**src/rtl/led_arbiter_if.sv**
```systemverilog
// Request/pattern inputs and grant/LED outputs between status sources and the LED arbiter.
interface led_arbiter_if #(
    parameter int unsigned N_REQ = 4
);
    logic [N_REQ-1:0]   iREQ;
    logic [2*N_REQ-1:0] iMODE;
    logic [N_REQ-1:0]   oGNT;
    logic               oBUSY;
    logic               oLED;

    modport master (
        output iREQ,
        output iMODE,
        input  oGNT,
        input  oBUSY,
        input  oLED
    );

    modport slave (
        input  iREQ,
        input  iMODE,
        output oGNT,
        output oBUSY,
        output oLED
    );
endinterface

```
**src/rtl/led_arbiter.sv**
```systemverilog
// Fixed-priority owner of the single status LED with minimum dwell time,
// driving off / solid / slow-blink / fast-blink patterns from the owner's mode.
module led_arbiter #(
    parameter int unsigned N_REQ    = 4,
    parameter int unsigned SLOW_DIV = 26999999,
    parameter int unsigned FAST_DIV = 3374999,
    parameter int unsigned MIN_HOLD = 13499999
) (
    input  logic         CLK,
    input  logic         RESETn,
    led_arbiter_if.slave bus
);
    localparam int unsigned MAX_A   = (SLOW_DIV > MIN_HOLD) ? SLOW_DIV : MIN_HOLD;
    localparam int unsigned MAX_CNT = (MAX_A > FAST_DIV) ? MAX_A : FAST_DIV;
    localparam int unsigned CNT_W   = (MAX_CNT < 1) ? 1 : $clog2(MAX_CNT + 1);
    localparam int unsigned IDX_W   = (N_REQ < 2) ? 1 : $clog2(N_REQ);

    localparam logic [1:0] MODE_OFF   = 2'b00;
    localparam logic [1:0] MODE_SOLID = 2'b01;
    localparam logic [1:0] MODE_SLOW  = 2'b10;
    localparam logic [1:0] MODE_FAST  = 2'b11;

    typedef enum logic [1:0] {
        IDLE = 2'b00,
        HOLD = 2'b01,
        OPEN = 2'b10
    } arbState_t;

    arbState_t          state, stateNext;
    logic [IDX_W-1:0]   owner, ownerNext;
    logic [N_REQ-1:0]   gnt, gntNext;
    logic [CNT_W-1:0]   holdCnt, holdNext;
    logic [CNT_W-1:0]   phaseCnt, phaseNext;
    logic [1:0]         prevMode, prevModeNext;
    logic               led, ledNext;
    logic               busy, busyNext;

    logic               grantNew_c;
    logic [IDX_W-1:0]   newOwner_c;
    logic [1:0]         ownerMode_c;
    logic [1:0]         newMode_c;
    logic               ownerReq_c;
    logic [N_REQ-1:0]   othersReq_c;
    logic [N_REQ-1:0]   higherReq_c;
    logic               holdDone_c;

    function automatic logic [IDX_W-1:0] lowestIdx(input logic [N_REQ-1:0] v);
        logic [IDX_W-1:0] idx;
        idx = '0;
        for (int i = int'(N_REQ) - 1; i >= 0; i--) begin
            if (v[i]) idx = IDX_W'(i);
        end
        return idx;
    endfunction

    function automatic logic [1:0] modeOf(input logic [2*N_REQ-1:0] modes,
                                          input logic [IDX_W-1:0]   idx);
        logic [1:0] m;
        m = MODE_OFF;
        for (int unsigned i = 0; i < N_REQ; i++) begin
            if (idx == IDX_W'(i)) m = modes[2*i +: 2];
        end
        return m;
    endfunction

    // Request views relative to the current one-hot owner; gnt-1 masks the higher-priority indices
    assign ownerReq_c  = |(bus.iREQ & gnt);
    assign othersReq_c = bus.iREQ & ~gnt;
    assign higherReq_c = bus.iREQ & (gnt - N_REQ'(1));
    assign holdDone_c  = (holdCnt == CNT_W'(MIN_HOLD));
    assign ownerMode_c = modeOf(bus.iMODE, owner);
    assign newMode_c   = modeOf(bus.iMODE, newOwner_c);

    // State register and all registered outputs
    always_ff @(posedge CLK) begin
        if (!RESETn) begin
            state    <= IDLE;
            owner    <= '0;
            gnt      <= '0;
            holdCnt  <= '0;
            phaseCnt <= '0;
            prevMode <= MODE_OFF;
            led      <= 1'b0;
            busy     <= 1'b0;
        end else begin
            state    <= stateNext;
            owner    <= ownerNext;
            gnt      <= gntNext;
            holdCnt  <= holdNext;
            phaseCnt <= phaseNext;
            prevMode <= prevModeNext;
            led      <= ledNext;
            busy     <= busyNext;
        end
    end

    // Next state and grant decision; a release outranks both dwell and preemption
    always_comb begin
        stateNext  = state;
        grantNew_c = 1'b0;
        newOwner_c = owner;
        case (state)
            IDLE: begin
                if (|bus.iREQ) begin
                    stateNext  = HOLD;
                    grantNew_c = 1'b1;
                    newOwner_c = lowestIdx(bus.iREQ);
                end
            end
            HOLD, OPEN: begin
                if (!ownerReq_c) begin
                    if (|othersReq_c) begin
                        stateNext  = HOLD;
                        grantNew_c = 1'b1;
                        newOwner_c = lowestIdx(othersReq_c);
                    end else begin
                        stateNext = IDLE;
                    end
                end else if (holdDone_c && (|higherReq_c)) begin
                    stateNext  = HOLD;
                    grantNew_c = 1'b1;
                    newOwner_c = lowestIdx(higherReq_c);
                end else if (state == HOLD && holdDone_c) begin
                    stateNext = OPEN;
                end
            end
            default: stateNext = IDLE;
        endcase
    end

    // Grant, dwell counter and LED pattern for the next cycle
    always_comb begin
        ownerNext    = owner;
        gntNext      = gnt;
        holdNext     = holdCnt;
        phaseNext    = phaseCnt;
        prevModeNext = prevMode;
        ledNext      = led;

        if (stateNext == IDLE) begin
            gntNext      = '0;
            holdNext     = '0;
            phaseNext    = '0;
            prevModeNext = MODE_OFF;
            ledNext      = 1'b0;
        end else if (grantNew_c) begin
            ownerNext    = newOwner_c;
            gntNext      = N_REQ'(1) << newOwner_c;
            holdNext     = '0;
            phaseNext    = '0;
            prevModeNext = newMode_c;
            ledNext      = (newMode_c != MODE_OFF);
        end else begin
            holdNext     = holdDone_c ? holdCnt : holdCnt + CNT_W'(1);
            prevModeNext = ownerMode_c;
            if (ownerMode_c != prevMode) begin
                phaseNext = '0;
                ledNext   = (ownerMode_c != MODE_OFF);
            end else begin
                case (ownerMode_c)
                    MODE_OFF: begin
                        phaseNext = '0;
                        ledNext   = 1'b0;
                    end
                    MODE_SOLID: begin
                        phaseNext = '0;
                        ledNext   = 1'b1;
                    end
                    MODE_SLOW: begin
                        if (phaseCnt == CNT_W'(SLOW_DIV)) begin
                            phaseNext = '0;
                            ledNext   = ~led;
                        end else begin
                            phaseNext = phaseCnt + CNT_W'(1);
                        end
                    end
                    MODE_FAST: begin
                        if (phaseCnt == CNT_W'(FAST_DIV)) begin
                            phaseNext = '0;
                            ledNext   = ~led;
                        end else begin
                            phaseNext = phaseCnt + CNT_W'(1);
                        end
                    end
                endcase
            end
        end
        busyNext = |gntNext;
    end

    assign bus.oGNT  = gnt;
    assign bus.oBUSY = busy;
    assign bus.oLED  = led;

endmodule

```
**src/flat_wrapper.sv**
```systemverilog
// flat-port wrapper written by rule: the top's interface ports become plain ports
module led_arbiter_flat 
#(
    parameter int unsigned N_REQ    = 4,
    parameter int unsigned SLOW_DIV = 26999999,
    parameter int unsigned FAST_DIV = 3374999,
    parameter int unsigned MIN_HOLD = 13499999
)
  (CLK, RESETn, bus_iREQ, bus_iMODE, bus_oGNT, bus_oBUSY, bus_oLED);
  led_arbiter_if #(.N_REQ(N_REQ)) bus_i ();
  input  logic CLK;
  input  logic RESETn;
  input wire logic [$bits(bus_i.iREQ)-1:0] bus_iREQ;
  input wire logic [$bits(bus_i.iMODE)-1:0] bus_iMODE;
  output wire logic [$bits(bus_i.oGNT)-1:0] bus_oGNT;
  output wire logic [$bits(bus_i.oBUSY)-1:0] bus_oBUSY;
  output wire logic [$bits(bus_i.oLED)-1:0] bus_oLED;
  assign bus_i.iREQ = bus_iREQ;
  assign bus_i.iMODE = bus_iMODE;
  assign bus_oGNT = bus_i.oGNT;
  assign bus_oBUSY = bus_i.oBUSY;
  assign bus_oLED = bus_i.oLED;
  led_arbiter #(.N_REQ(N_REQ), .SLOW_DIV(SLOW_DIV), .FAST_DIV(FAST_DIV), .MIN_HOLD(MIN_HOLD)) u_core (.CLK(CLK), .RESETn(RESETn), .bus(bus_i));
endmodule
```
**config.mk**
```make
export PLATFORM = sky130hd
export DESIGN_NAME = led_arbiter_flat
export DESIGN_NICKNAME = d
export VERILOG_FILES = /design/src/rtl/led_arbiter_if.sv /design/src/rtl/led_arbiter.sv /design/src/flat_wrapper.sv
export SDC_FILE = /design/constraint.sdc
export NUM_CORES = 1
export LEC_CHECK = 0
export ABC_CLOCK_PERIOD_IN_PS = 2600
export BUFFER_PORTS_ARGS = -buffer_cell sky130_fd_sc_hd__buf_2
export CORE_UTILIZATION = 61
export DETAILED_ROUTE_END_ITERATION = 8
export PLACE_DENSITY = 0.77
export SYNTH_ARGS = -nofsm -noshare
export SYNTH_HDL_FRONTEND = slang
export SYNTH_SLANG_ARGS = --single-unit
```
**constraint.sdc**
```tcl
create_clock -name CLK -period 2.6 [get_ports CLK]
set_clock_uncertainty 0.1 [all_clocks]
set_input_delay 0.26 -clock CLK [delete_from_list [all_inputs] [get_ports CLK]]
set_output_delay 0.26 -clock CLK [all_outputs]
set_load 0.005 [all_outputs]
```
======== After elaboration in Yosys (flattened, before gate mapping) ========
Cells that the tools add are included.
word-level totals
  register bits after elaboration ......... 62
  logic and storage cells ................. 104
operators by class
  mux-type cells .......................... 47
  shift operators ......................... 1
  reduce and logical (&&, ||, !) cells .... 21
  add/subtract/negate cells ............... 3
  equality and inequality tests ........... 17
  bitwise operators ....................... 7
operators by type and width
  kind                     number
  $pmux W25 S3             1
  $mux W2                  29
  $add A25 B1 Y25 const B  2
  $mux W25                 2
  $eq A25 B22 Y1 const B   1
  $eq A25 B24 Y1 const B   1
  $eq A25 B25 Y1 const B   1
  $reduce_or A4 Y1         6
  $eq A2 B2 Y1 const B     7
  $and A4 B4 Y4            3
  $logic_not A2 Y1         5
  $mux W1                  9
  $eq A2 B1 Y1 const B     4
  $mux W4                  2
  $ne A4 B1 Y1 const B     2
  $pmux W2 S2              2
  $reduce_or A2 Y1         3
  $not A4 Y4               1
  $pmux W1 S4              1
  $reduce_and A2 Y1        2
  $reduce_bool A2 Y1       2
  $shl A1 B2 Y4 const A    1
  $sub A4 B1 Y4 const B    1
  $not A1 Y1               3
  4 further kinds          5

======== Longest topological paths before layout ========
Gate-level depths: netlist (run 1).
  depth after elaboration ................. 16
  gate-level depth with buffers ........... 11
  mapped depth without buffers ............ 9

======== Least setup slack after synthesis (run 1) ========
Ideal clock, no wire load.
  kind .................................... flip-flop to flip-flop
  start ................................... register u_core.gnt[0] (netlist: u_core.bus.oGNT[0])
  end ..................................... register u_core.holdCnt[10]
  stages on the path, launching flop included .. 11
  setup time .............................. 0.065 ns
  clock period less this slack ............ 2.472 ns
  arrival ................................. 2.307 ns
  slack ................................... 0.128 ns
  buffers on the path ..................... 1
  path through ............................ dfxtp_1 inv_1 ha_1 inv_1 a221o_1 o211ai_1 a31oi_1 o21ai_2 nand3_1 clkbuf_1 nor2_1
on the way
  longest elaborated chain between the ends .. 9
  elaborated cells between the ends (all ways) .. 19
  those cells by class .................... 1 x add/sub; 8 x mux; 4 x bitwise; 6 x reduce/logical
ends and longest elaborated chain
  what                                   line                source
  from (decl)                            led_arbiter.sv:31   logic [N_REQ-1:0] gnt, gntNext;
  from (signal assigned)                 led_arbiter.sv:88   gnt <= gntNext;
  $sub A4 B1 Y4                          led_arbiter.sv:69   assign higherReq_c = bus.iREQ & (gnt - N_REQ'(1));
  $and A4 B4 Y4                          led_arbiter.sv:69
  $reduce_or A4 Y1                       led_arbiter.sv:119  end else if (holdDone_c && (|higherReq_c)) begin
  $logic_and A1 B1 Y1                    led_arbiter.sv:119
  $mux W2                                led_arbiter.sv:119
  $mux W2                                led_arbiter.sv:111  if (!ownerReq_c) begin
  $pmux W2 S2                            led_arbiter.sv:102  case (state)
  $logic_not A2 Y1                       led_arbiter.sv:140  if (stateNext == IDLE) begin
  $reduce_or A3 Y1 (no source line) (*)  -
  to (signal assigned)                   led_arbiter.sv:89   holdCnt <= holdNext;
  to (decl)                              led_arbiter.sv:32   logic [CNT_W-1:0] holdCnt, holdNext;
Every way passes the cells marked *; elsewhere a longest branch is shown, timed or not.
A chain may end at the register's enable or synchronous reset.

======== Final worst setup path (run 1) ========
  start ................................... register u_core.gnt[0] (netlist: u_core.bus.oGNT[0])
  end ..................................... register u_core.led (netlist: u_core.bus.oLED)
on the way
  longest elaborated chain between the ends .. 16
  elaborated cells between the ends (all ways) .. 41
  those cells by class .................... 1 x add/sub; 5 x eq/ne; 22 x mux; 4 x bitwise; 9 x reduce/logical
ends and longest elaborated chain
  what                  line                source
  $sub A4 B1 Y4         led_arbiter.sv:69
  $and A4 B4 Y4         led_arbiter.sv:69
  $mux W2 (4 in a row)  led_arbiter.sv:51   if (v[i]) idx = IDX_W'(i);
  $mux W2               led_arbiter.sv:119
  $mux W2               led_arbiter.sv:111
  $pmux W2 S2           led_arbiter.sv:102
  $logic_not A2 Y1      led_arbiter.sv:61   if (idx == IDX_W'(i)) m = modes[2*i +: 2];
  $mux W2 (4 in a row)  led_arbiter.sv:61
  $reduce_bool A2 Y1    led_arbiter.sv:152  ledNext = (newMode_c != MODE_OFF);
  $mux W1               led_arbiter.sv:146  end else if (grantNew_c) begin
  to (signal assigned)  led_arbiter.sv:92   led <= ledNext;
  to (decl)             led_arbiter.sv:35   logic led, ledNext;
Several ways; a longest one is shown, not always the timed one.

==> results.py, run 1 <==
metrics = {
    "floorplanning": {
        "dieArea_um2": 6051,
        "start_util_pct": 63.62,
        "core_um2": 5507,
        "die_h_um": 77.79,
        "ios": 20,
        "placementRows": 27,
        "fp.dieW_um": 77.79,
    },
    "run": {
        "drv_cap": 0,
    },
    "power_and_ir_drop": {
        "powerDensity_nw_per_um2": 538.2,
        "leakage_nw": 1.476,
        "finalPower_mw": 2.222,
        "ir_drop_mv": 0.3955,
    },
    "setup_path": {
        "critical_path.max_fanout": 6,
        "reg2reg_slack_ns": 0.03,
        "end_kind": "flip-flop",
        "startpoint_type": "flip-flop",
        "worstPathArrival_ns": 2.73,
        "crit_type": "flip-flop to flip-flop",
        "critPathRequiredTime_ns": 2.77,
    },
    "clock_network": {
        "clock_sinks": 62,
        "root_buffer": "clkbuf_8",
        "clockBufferDepth": 2,
        "cts_max_level": 3,
        "clk_latency_ns": 0.33,
        "cts_inserted_buffers": 9,
        "clk_pin_slew_ns": 0.07,
        "cts_tree": "yes",
    },
    "finish": {
        "syn_to_final_growth_pct": 17.86,
        "insertedDiodeCount": 0,
        "final_core_util_pct": 74.98,
        "nNetsFinal": 478,
        "drive_gt1_share_pct": 20.95,
        "fin_cells": 535,
        "fin_area_um2": 4129,
    },
    "min_path": {
        "holdCritPathClass": "input pin to flip-flop",
    },
    "placed_design": {
        "dp.cells": 514,
        "dp_hpwl_mm": 5.783,
        "gp_congestion": 0.9208,
        "port_buffers": 19,
        "dpl_cell_area_um2": 3819,
    },
    "timing": {
        "finalMaxSlewViolations": 0,
        "fmax_mhz": 389.4,
        "hold_slack_ns": 0.1846,
        "worst_pin_slew_ns": 0.4922,
        "rsz0062_at_grt": "true",
        "slew_headroom_pct": 66.88,
        "hold_viol": 0,
        "setup_viol": 0,
        "min_period_ns": 2.568,
        "period_share_pct": 98.76,
    },
    "logic_synthesis": {
        "synth.avg_cell_area_um2": 8.483,
        "syn_nets": 433,
        "netlist_area_um2": 3503,
        "synth_warnings": 0,
        "async_flop_share_pct": 0,
        "syn_inst": 413,
        "synth_cell_types": 61,
        "ys.flop_type": "dfxtp_1",
        "ys_seq_elements": 62,
        "synth_edf_count": 0,
        "ys_seq_area_share_pct": 35.43,
    },
    "global_route": {
        "grt_pass1_wl_mm": 13.57,
        "gr-total-overflow": 0,
        "grt_pass1_vias": 2994,
        "use_met1_pct": 35.94,
        "grt-busiest-layer": "met2",
        "grt_max_degree": 26,
        "antenna_found_initial": 0,
        "use_met3_pct": 6.824,
        "grt_usage_pct": 28.25,
        "grt.met2_usage_pct": 45.49,
    },
    "route": {
        "drt-total-wl_mm": 8.166,
        "routed-via-count": 3177,
        "antenna_left": 0,
        "post_drt_wl_per_cell_um": 15.26,
        "drcViolationCount": 0,
        "vias_per_cell": 5.938,
        "drt_first_pass_iters": 5,
        "drt_iter0_markers": 160,
    },
    "status": {
        "status": "finished, final reports clean",
    },
}
power by group:
group          internal (mW)  switching (mW)  leakage, nW  total [mW]
sequential             0.976          0.0215        0.503       0.998
combinational          0.191           0.222        0.882       0.413
clock                  0.441           0.370       0.0904       0.811
final cells by class:
type | instances | area (um^2)
Clock buffer | 12 | 135.1
Clock inverter | 4 | 47.55
Fill cell | 403 | 1378
Inverter | 17 | 63.81
Multi-Input combinational cell | 321 | 2218
Sequential cell | 62 | 1249
Tap cell | 72 | 90.09
Timing Repair Buffer | 47 | 325.3
flip-flops by register name (all words and copies together), names as in the netlist:
signal and count:
u_core.bus.oGNT 4, u_core.owner 2, u_core.bus.oLED 1, u_core.prevMode 2
u_core.holdCnt 25, u_core.bus.oBUSY 1, u_core.phaseCnt 25, u_core.state 2
cell usage in the layout, fill, tap and decap left out, types with 13 or more instances in the layout:
| cell | count |
|---|---|
| and3_1 | 16 |
| nand3_1 | 27 |
| xnor2_1 | 22 |
| buf_2 | 19 |
| nand4_1 | 13 |
| inv_1 | 16 |
| nand2_1 | 24 |
| nor2_1 | 73 |
| buf_4 | 25 |
| xor2_1 | 25 |
| dfxtp_1 | 58 |
per-layer routing:
metal	share of wire [%]	wire [um]
met5	0	0
met4	2.0	167
met3	4.9	397
met2	47	3861
met1	46	3740
stage by stage:
step           setup TNS, ns  setup slack, ns
2_1_floorplan              0           0.1277
3_3_place_gp               0          0.08353
3_5_place_dp               0         0.009269
4_1_cts                    0         0.008155
5_1_grt              -0.1026         -0.06075
6_report                   0          0.03224
Yosys cell counts (3+ instances only):
library cell,n,area share [%]
o21ai_0,8,1.1
xnor2_1,22,5.5
o2111ai_1,4,1.0
a21boi_0,7,1.5
and4_1,9,2.3
o211ai_1,9,1.9
a31oi_1,6,1.1
or4b_2,3,0.86
inv_1,17,1.8
a21oi_1,3,0.43
nor4_1,3,0.54
buf_2,5,0.71
nor3_1,3,0.43
nand3_1,27,3.9
nand4_1,13,2.3
ha_1,6,2.1
xor2_1,26,6.5
and3_1,17,3.0
clkbuf_1,8,0.86
nor2_1,73,7.8
nand2_1,25,2.7
and2_1,3,0.54
nand2b_1,3,0.54
a21o_1,3,0.64
dfxtp_1,62,35
critical path, stage by stage, from the launching register on:
cell	delay (ns)
dfxtp_4	0.37
inv_2	0.05
ha_4	0.26
nand2b_4	0.14
a31oi_4	0.07
o41a_1	0.47
a2111oi_4	0.45
nor2_4	0.11
mux2_4	0.33
a31oi_1	0.15
repair_timing:
item,in CTS,in global routing
hold buffers,0,0
buffers inserted,0,5
endpoints found under the hold margin,0,0
endpoints found under the setup margin,3,56
pin swaps,0,10
gates resized for setup,1,21
logic make-up after synthesis:
logic type	share of synthesized area, %
flops	35.43
buf+inv	3.393
simple gates	28.89
mux	2.286
fa+ha+maj	2.143
compound gates	15.86
xor+xnor	12.00
path summary, 6_finish.rpt:
| path | start | to | cells after the start |
|---|---|---|---|
| worst min-delay path | RESETn | u_core.bus.oGNT[0] | 2 |
| worst min register to register | u_core.phaseCnt[0] | u_core.phaseCnt[0] | 1 |
| worst max register to register | u_core.bus.oGNT[0] | u_core.bus.oLED | 9 |
| worst max-delay path | u_core.bus.oGNT[0] | u_core.bus.oLED | 9 |
Note: power is estimated with default switching activity, not from simulation.
==> run 2, diff against run 1 <==
- ABC_CLOCK_PERIOD_IN_PS: 2600 -> 3160
- CELL_PAD_IN_SITES_DETAIL_PLACEMENT: not set -> 1
- CELL_PAD_IN_SITES_GLOBAL_PLACEMENT: not set -> 1
- CORE_UTILIZATION: 61 -> 50
- PLACE_DENSITY: 0.77 -> 0.82
- clock period: 2.6 -> 3.16 ns (I/O delays scaled with it)
==> run 2 against run 1 <==
Compared with the run above:
- combinational power shrank 31%
- worst hold slack better by 0.057 ns
- critical path depth unchanged
- non-clock buffer count is 19 lower
- clock power up 5.5%
- routed wire length increased by 8.5%
- highest routed layer unchanged
- setup slack better by 0.25 ns
==> results.py, run 2 (synthesis gave the netlist of run 1 again) <==
metrics = {
    "status": {
        "status": "finished, final reports clean",
    },
    "clock_network": {
        "cts_setup_buffers": 0,
        "clk_latency_ns": 0.34,
        "clockBufferDepth": 2,
        "clock_sinks": 62,
        "root_buffer": "clkbuf_8",
        "clk_pin_slew_ns": 0.08,
        "cts_max_level": 3,
        "cts_tree": "yes",
        "ctsResizeCount": 0,
        "postCtsHoldBufs": 0,
        "cts_inserted_buffers": 9,
    },
    "route": {
        "drt_first_pass_iters": 5,
        "post_drt_wl_per_cell_um": 16.45,
        "drt-total-wl_mm": 8.864,
        "drt_iter0_markers": 68,
        "routed-via-count": 3131,
        "antenna_left": 0,
        "drcViolationCount": 0,
        "vias_per_cell": 5.809,
    },
    "min_path": {
        "holdCritPathClass": "input pin to flip-flop",
    },
    "global_route": {
        "grt_max_degree": 26,
        "grt.met2_usage_pct": 43.20,
        "use_met3_pct": 5.967,
        "grt_usage_pct": 26.05,
        "grt-busiest-layer": "met2",
        "grt_pass1_wl_mm": 15.12,
        "gr-total-overflow": 0,
        "use_met1_pct": 33.83,
        "antenna_found_initial": 0,
        "grt_pass1_vias": 3181,
    },
    "finish": {
        "syn_to_final_growth_pct": 13.25,
        "nNetsFinal": 459,
        "drive_gt1_share_pct": 14.45,
        "layout_commonest_cell": "nor2_1",
        "layout_common_cells": "73 x nor2_1, 62 x dfxtp_1, 27 x nand3_1",
        "insertedDiodeCount": 0,
        "final_core_util_pct": 58.40,
    },
    "timing": {
        "period_share_pct": 91.11,
        "fmax_mhz": 347.3,
        "worst_pin_slew_ns": 0.5679,
        "slew_headroom_pct": 61.79,
        "tns_ns": 0,
        "rsz0062_at_grt": "false",
        "finalMaxSlewViolations": 0,
        "hold_slack_ns": 0.2418,
        "min_period_ns": 2.879,
        "hold_viol": 0,
        "setup_viol": 0,
    },
    "setup_path": {
        "worstPathArrival_ns": 3.04,
        "critPathRequiredTime_ns": 3.32,
        "critical_path.max_fanout": 9,
        "startpoint_type": "flip-flop",
        "crit_type": "flip-flop to flip-flop",
        "end_kind": "flip-flop",
    },
    "floorplanning": {
        "fp.dieW_um": 85.71,
        "core_um2": 6794,
        "start_util_pct": 51.57,
        "ios": 20,
        "placementRows": 30,
        "die_h_um": 85.71,
        "dieArea_um2": 7345,
    },
    "power_and_ir_drop": {
        "finalPower_mw": 1.967,
        "powerDensity_nw_per_um2": 495.8,
        "ir_drop_mv": 0.2030,
        "leakage_nw": 1.389,
    },
    "placed_design": {
        "port_buffers": 19,
        "gp_congestion": 0.8906,
        "dp_hpwl_mm": 6.508,
    },
    "run": {
        "drv_cap": 0,
    },
}
## run 2: cell count changes in the layout (fill, tap and decap cells not counted), sizes merged
| cell | previous run | this run |
|---|---|---|
| buf | 47 | 28 |
| bufinv | 1 | 3 |
| clkinv | 2 | 1 |
| clkinvlp | 1 | 0 |
| clkbuf | 12 | 11 |
## run 2: where the power goes
group | internal, mW | leakage [nW] | switching, mW
registers | 0.802 | 0.501 | 0.0252
logic | 0.119 | 0.768 | 0.165
clock network | 0.541 | 0.119 | 0.315
total | 1.46 | 1.39 | 0.505
## run 2: routing by layer
layer / routed length, um / part of all wire [%] / vias to the layer above
met1: 4281 / 48 / 1538
met4: 140 / 1.6 / 0
li1: - / - / 1533
met3: 262 / 3.0 / 12
met2: 4179 / 47 / 48
met5: 0 / 0 / -
## run 2: layout make-up
| class | instances | area [um^2] |
|---|---|---|
| clock buffers | 11 | 141.4 |
| clock inverters | 4 | 95.09 |
| fillers | 815 | 2826 |
| inverters | 17 | 63.81 |
| multi-input cells | 321 | 2143 |
| flip-flops and latches | 62 | 1241 |
| well taps | 96 | 120.1 |
| repair buffers | 28 | 162.7 |
## run 2: worst max-delay path: stages, from the launching register on
cell and delay [ns]:
dfxtp_1 0.51, inv_1 0.08, ha_1 0.29, nand2b_1 0.19, a211o_1 0.39, o21ai_0 0.49
and3_1 0.24, o31ai_1 0.08, mux2_4 0.31, a31oi_1 0.12
## run 2: through the flow
stage | instances | setup WS, ns | instance area (um^2)
finish | 539 | 0.2808 | 3968
global route | 539 | 0.09618 | 3968
CTS | 539 | 0.2931 | 3968
detailed placement | 524 | 0.3358 | 3731
global placement | 524 | 0.3433 | 3731
floorplan | 413 | 0.6877 | 3503
## run 2: worst paths after layout
check / startpoint / endpoint / slack, ns / cells after the start
setup reg to reg: u_core.bus.oGNT[1] / u_core.bus.oLED / 0.28 / 9
hold reg to reg: u_core.phaseCnt[0] / u_core.phaseCnt[0] / 0.36 / 1
setup / recovery: u_core.bus.oGNT[1] / u_core.bus.oLED / 0.28 / 9
hold / removal: RESETn / u_core.bus.oLED / 0.24 / 3
